===== src/rtl/fifo_pkg.sv =====
// Shared types and helpers for the fifo_flex buffer family.
package fifo_pkg;

  typedef enum logic {
    FIFO_STD,
    FIFO_FWFT
  } fifo_mode_e;

  // Width needed to hold an occupancy of 0..depth inclusive.
  function automatic int cnt_w(input int depth);
    return $clog2(depth + 1);
  endfunction

endpackage


===== src/rtl/fifo_mem.sv =====
// Register-array storage for fifo_flex: one synchronous write port, one
// asynchronous read port.
module fifo_mem #(
  parameter int N    = 8,
  parameter int DEEP = 16
) (
  input  logic                    clk,
  input  logic                    we,
  input  logic [$clog2(DEEP)-1:0] waddr,
  input  logic [N-1:0]            wdata,
  input  logic [$clog2(DEEP)-1:0] raddr,
  output logic [N-1:0]            rdata
);

  logic [N-1:0] mem_q [DEEP];

  // NOTE: storage has no reset; contents are only meaningful between the
  // pointers, so clearing them would buy nothing.
  always_ff @(posedge clk) begin
    if (we) begin
      mem_q[waddr] <= wdata;
    end
  end

  assign rdata = mem_q[raddr];

endmodule


===== src/rtl/fifo_flex.sv =====
// Single-clock FIFO with selectable standard / first-word-fall-through read
// mode, programmable almost thresholds, occupancy count and sticky errors.
module fifo_flex
  import fifo_pkg::*;
#(
  parameter int         N     = 8,
  parameter int         DEEP  = 16,
  parameter fifo_mode_e MODE  = FIFO_STD,
  parameter int         AF_TH = DEEP - 2,
  parameter int         AE_TH = 2
) (
  input  logic                   clk,
  input  logic                   rst_n,
  input  logic [N-1:0]           in,
  input  logic                   wr,
  input  logic                   re,
  output logic [N-1:0]           out,
  output logic                   valid,
  output logic                   full,
  output logic                   empty,
  output logic                   almost_full,
  output logic                   almost_empty,
  output logic [cnt_w(DEEP)-1:0] count,
  output logic                   overflow,
  output logic                   underflow,
  input  logic                   clr_err
);

  localparam int AW = $clog2(DEEP);
  localparam int CW = cnt_w(DEEP);

  if ((DEEP < 2) || ((DEEP & (DEEP - 1)) != 0)) begin : g_chk_deep
    $error("fifo_flex: DEEP must be a power of two >= 2");
  end
  if ((AF_TH < 1) || (AF_TH > DEEP)) begin : g_chk_af
    $error("fifo_flex: AF_TH must lie in 1..DEEP");
  end
  if ((AE_TH < 0) || (AE_TH > DEEP - 1)) begin : g_chk_ae
    $error("fifo_flex: AE_TH must lie in 0..DEEP-1");
  end

  logic [AW-1:0] wr_ptr_q, wr_ptr_d;
  logic [AW-1:0] rd_ptr_q, rd_ptr_d;
  logic [CW-1:0] count_q, count_d;
  logic          overflow_q, overflow_d;
  logic          underflow_q, underflow_d;
  logic          wr_acc, re_acc;
  logic [N-1:0]  rd_data;

  assign full         = (count_q == CW'(DEEP));
  assign empty        = (count_q == '0);
  assign almost_full  = (count_q >= CW'(AF_TH));
  assign almost_empty = (count_q <= CW'(AE_TH));
  assign count        = count_q;
  assign overflow     = overflow_q;
  assign underflow    = underflow_q;

  always_comb begin
    // Accept decisions use only registered state, so a read in the same
    // cycle never makes room for a write to a full FIFO.
    wr_acc   = wr & ~full;
    re_acc   = re & ~empty;
    wr_ptr_d = wr_acc ? wr_ptr_q + AW'(1) : wr_ptr_q;
    rd_ptr_d = re_acc ? rd_ptr_q + AW'(1) : rd_ptr_q;
    count_d  = count_q;
    if (wr_acc && !re_acc) begin
      count_d = count_q + CW'(1);
    end else if (!wr_acc && re_acc) begin
      count_d = count_q - CW'(1);
    end
    overflow_d  = (overflow_q  & ~clr_err) | (wr & full);
    underflow_d = (underflow_q & ~clr_err) | (re & empty);
  end

  // NOTE: state registers use non-blocking assignments so every flop samples
  // the pre-edge values regardless of process ordering.
  always_ff @(posedge clk) begin
    if (!rst_n) begin
      wr_ptr_q    <= '0;
      rd_ptr_q    <= '0;
      count_q     <= '0;
      overflow_q  <= 1'b0;
      underflow_q <= 1'b0;
    end else begin
      wr_ptr_q    <= wr_ptr_d;
      rd_ptr_q    <= rd_ptr_d;
      count_q     <= count_d;
      overflow_q  <= overflow_d;
      underflow_q <= underflow_d;
    end
  end

  fifo_mem #(
    .N    (N),
    .DEEP (DEEP)
  ) u_mem (
    .clk   (clk),
    .we    (wr_acc & rst_n),
    .waddr (wr_ptr_q),
    .wdata (in),
    .raddr (rd_ptr_q),
    .rdata (rd_data)
  );

  if (MODE == FIFO_STD) begin : g_std
    logic [N-1:0] out_q, out_d;
    logic         valid_q, valid_d;

    always_comb begin
      out_d   = re_acc ? rd_data : out_q;
      valid_d = re_acc;
    end

    always_ff @(posedge clk) begin
      if (!rst_n) begin
        out_q   <= '0;
        valid_q <= 1'b0;
      end else begin
        out_q   <= out_d;
        valid_q <= valid_d;
      end
    end

    assign out   = out_q;
    assign valid = valid_q;
  end else begin : g_fwft
    // Head word is presented straight from storage; re pops it.
    assign out   = rd_data;
    assign valid = ~empty;
  end

endmodule


===== config.mk =====
export PLATFORM = sky130hd
export DESIGN_NAME = fifo_flex
export DESIGN_NICKNAME = d
export VERILOG_FILES = /design/src/rtl/fifo_pkg.sv /design/src/rtl/fifo_mem.sv /design/src/rtl/fifo_flex.sv
export SDC_FILE = /design/constraint.sdc
export NUM_CORES = 1
export LEC_CHECK = 0
export BUFFER_PORTS_ARGS = -buffer_cell sky130_fd_sc_hd__buf_2
export CAP_MARGIN = 40
export CORE_MARGIN = 3
export CORE_UTILIZATION = 50
export CTS_CLUSTER_DIAMETER = 50
export CTS_CLUSTER_SIZE = 40
export DETAILED_ROUTE_END_ITERATION = 10
export GPL_TIMING_DRIVEN = 0
export PLACE_DENSITY_LB_ADDON = 0.25
export SLEW_MARGIN = 10
export SYNTH_ARGS = -nofsm -noshare
export SYNTH_HDL_FRONTEND = slang
export SYNTH_SLANG_ARGS = --single-unit

===== constraint.sdc =====
create_clock -name clk -period 4.1 [get_ports clk]
set_clock_uncertainty 0.2 [all_clocks]
set_input_delay 0.615 -clock clk [delete_from_list [all_inputs] [get_ports clk]]
set_output_delay 0.615 -clock clk [all_outputs]
set_load 0.01 [all_outputs]

==> impl_metrics.ini <==
[sta]
holdWs_ns = 0.324
hold_violations = 0
fin_crit_ns = 3.53
fmax_ghz = 0.284
setup_slack_ns = 0.573
drv_slew = 0
slew_headroom_pct = 44.9
finalSetupTns_ns = 0
rsz0062_at_grt = false
fin_crit_sh_pct = 86.0
finalSetupViolCount = 0
worst_pin_slew_ns = 0.823

[critical_path]
cp_cell_sequence = clkbuf_1, inv_1, a21boi_0, buf_2, buf_2, inv_1, ha_1, inv_1, ha_1, a21o_1, a21oi_1, mux2i_1, mux2i_1
worst-path-stages = 13
critical_path_arrival_ns = 3.66
cp_max_fo = 10
worst_setup_path_start_kind = flip-flop
ff2ff_path_depth = 13
worstSetupEndpointType = flip-flop
slowest_stage = dfxtp_1
path_delay_family = buffers and inverters
crit_path_max_incr_delay_ns = 0.32
required_ns = 4.24
path_class = reg2reg
crit_top_cell = inv_1
worst-path-buf-inv = 6

[power]
power_frac_clock_pct = 35.3
switching_share_pct = 27.5
seqPwrFrac_pct = 44.3
intPower_mw = 3.02
power_mw = 4.16
power.density_mw_per_mm2 = 592
combinationalPowerShare_pct = 20.3
p_leak_nw = 2.34
peakVddDrop_uv = 311
switchingPower_mw = 1.14

[global_route]
grt_pass1_vias = 3399
top_usage_layer = met2
grt_max_degree = 17
grt_use_met2_pct = 31.5
grt_antenna_before_repair = 0
overflow = 0
grt_usage_pct = 20.0
grt_pass1_wl_um = 19300
use_met3_pct = 5.03
met1_usage_pct = 27.6

[floorplanning]
core_sq_mm = 0.0117
die_area_sq_mm = 0.0136
initial_core_util_pct = 52.3
io_pins = 33
dieWidth_um = 117
num_rows = 39
die_h_um = 117

[placed_design]
portBuffers = 32
dp_hpwl_um = 8690
place_area_sq_mm = 0.00646
gp_congestion = 0.841
dp_cells = 575
place_ws_ns = 0.597

[layout]
drive_gt1_share_pct = 16.6
n_fill_cell = 895
nets = 474
area_growth_pct = 14.8
stdcell_area_sq_mm = 0.00703
final_util_pct = 60.0
num_antenna_cells = 0
layout.cells.non_filler = 607

[synthesis]
ys_ff_latch = 152
synth_area_leaders = edfxtp_1 63%, mux2i_1 11%, dfxtp_1 7.8%
syn_nets = 423
synth_edf_count = 128
synth_top_cell_by_area = edfxtp_1
yosysTopAreaCellShare_pct = 62.8
synth.distinct_cells = 35
yosysSeqAreaShare_pct = 70.6
yosysMostFrequentCell = edfxtp_1
synth_area_sq_mm = 0.00612
yosys-top-cells-count = 128 x edfxtp_1, 69 x mux2i_1, 32 x o22ai_1
avgSynthCellArea_sq_um = 15.3
synth_warnings = 0
syn_inst = 400
ys.flop_type = edfxtp_1
synthArstFlopShare_pct = 0

[clock_network]
htree_levels = 4
cts_buffers = 17
cts.sinks = 152
postCtsSetupBuffers = 0
worstSkewPairLatency_ns = 0.41
clk_pin_slew_ns = 0.06
cts_resized = 0
ctsHoldBuffers = 0
clockBufferDepth = 2
cts_root_buffer = clkbuf_16
tritoncts = yes

[detailed_routing]
drt-pass1-iter-count = 5
route.detailed.drc = 0
totalWireLength_um = 13000
antenna_left = 0
num_vias = 3514
vias_per_cell = 5.79
drt-wirelength-per-cell_um = 21.4
drt_iter0_drc = 285

[job]
cap_violations = 0

[outcome]
outcome = finished, final reports clean

[min_path]
min_path_cells = 3
hold_class = in2reg
-- final timing paths --
path	slack [ns]	endpoint	startpoint
min	0.32	count[3]$_SDFFE_PN0P_	rst_n
max reg2reg	0.57	count[4]$_SDFFE_PN0P_	count[4]$_SDFFE_PN0P_
min reg2reg	0.34	overflow$_SDFF_PN0_	overflow$_SDFF_PN0_
max	0.57	count[4]$_SDFFE_PN0P_	count[4]$_SDFFE_PN0P_
-- power by group through the flow --
stage                     logic (mW)  clock network (mW)  registers, mW
after floorplan                0.539                   0           1.88
after global placement         0.819                   0           1.87
after detailed placement       0.838                   0           1.87
after CTS                      0.843                1.49           1.84
after global routing           0.925                1.55           1.86
final                          0.847                1.47           1.84
-- cell usage in the layout (no fill, tap or decap), types with 2 or more instances in the layout --
master and n:
a21o_1 2, a21oi_1 10, a22oi_1 2, and2_1 9
and3_1 2, buf_1 2, buf_2 44, bufinv_16 2
clkbuf_1 11, clkbuf_16 17, clkbuf_8 2, clkinv_1 2
clkinv_2 6, dfxtp_1 24, edfxtp_1 128, ha_1 9
inv_1 6, mux2i_1 69, nand2_1 7, nand3_1 4
nand3b_1 5, nor2_1 20, nor2b_1 5, nor4_1 9
o211ai_1 2, o21ai_0 10, o22ai_1 32, or3b_2 3
xnor2_1 7, xor2_1 2
-- tightest hold or removal path, stage by stage --
cell      delay [ns]
buf_2           0.13
nand2b_1        0.06
o21ai_0         0.07
-- registers in the layout, summed over array words and instances (netlist names) --
name,cells
u_mem.mem_q,128
overflow,1
wr_ptr_q,4
valid,1
out,8
count,5
rd_ptr_q,4
underflow,1
-- cell families after synthesis --
group | share of synthesized area, %
muxes | 11.3
DFF | 70.6
AOI/OAI and AO/OA | 6.58
adders and majority gates | 2.17
xor gates and xnor gates | 1.29
and+or+nand+nor | 6.05
buffers and inverters | 2.02
-- layout make-up --
cell class                      count  area [sq um]  area share, %
Sequential cell                   152          4320           61.5
Multi-Input combinational cell    219          1680           23.8
Clock buffer                       21           460           6.55
Tap cell                          143           179           2.55
Timing Repair Buffer               32           160           2.28
Clock inverter                     11           105           1.50
Buffer                             23           101           1.44
Inverter                            6          22.5          0.320
-- per-layer routing --
| metal | part of all wire (%) | wire length, um |
|---|---|---|
| met1 | 44 | 5740 |
| met2 | 49 | 6360 |
| met3 | 5.7 | 746 |
| met4 | 1.0 | 132 |
| met5 | 0 | 0 |
(Power assumes the default switching activity.)
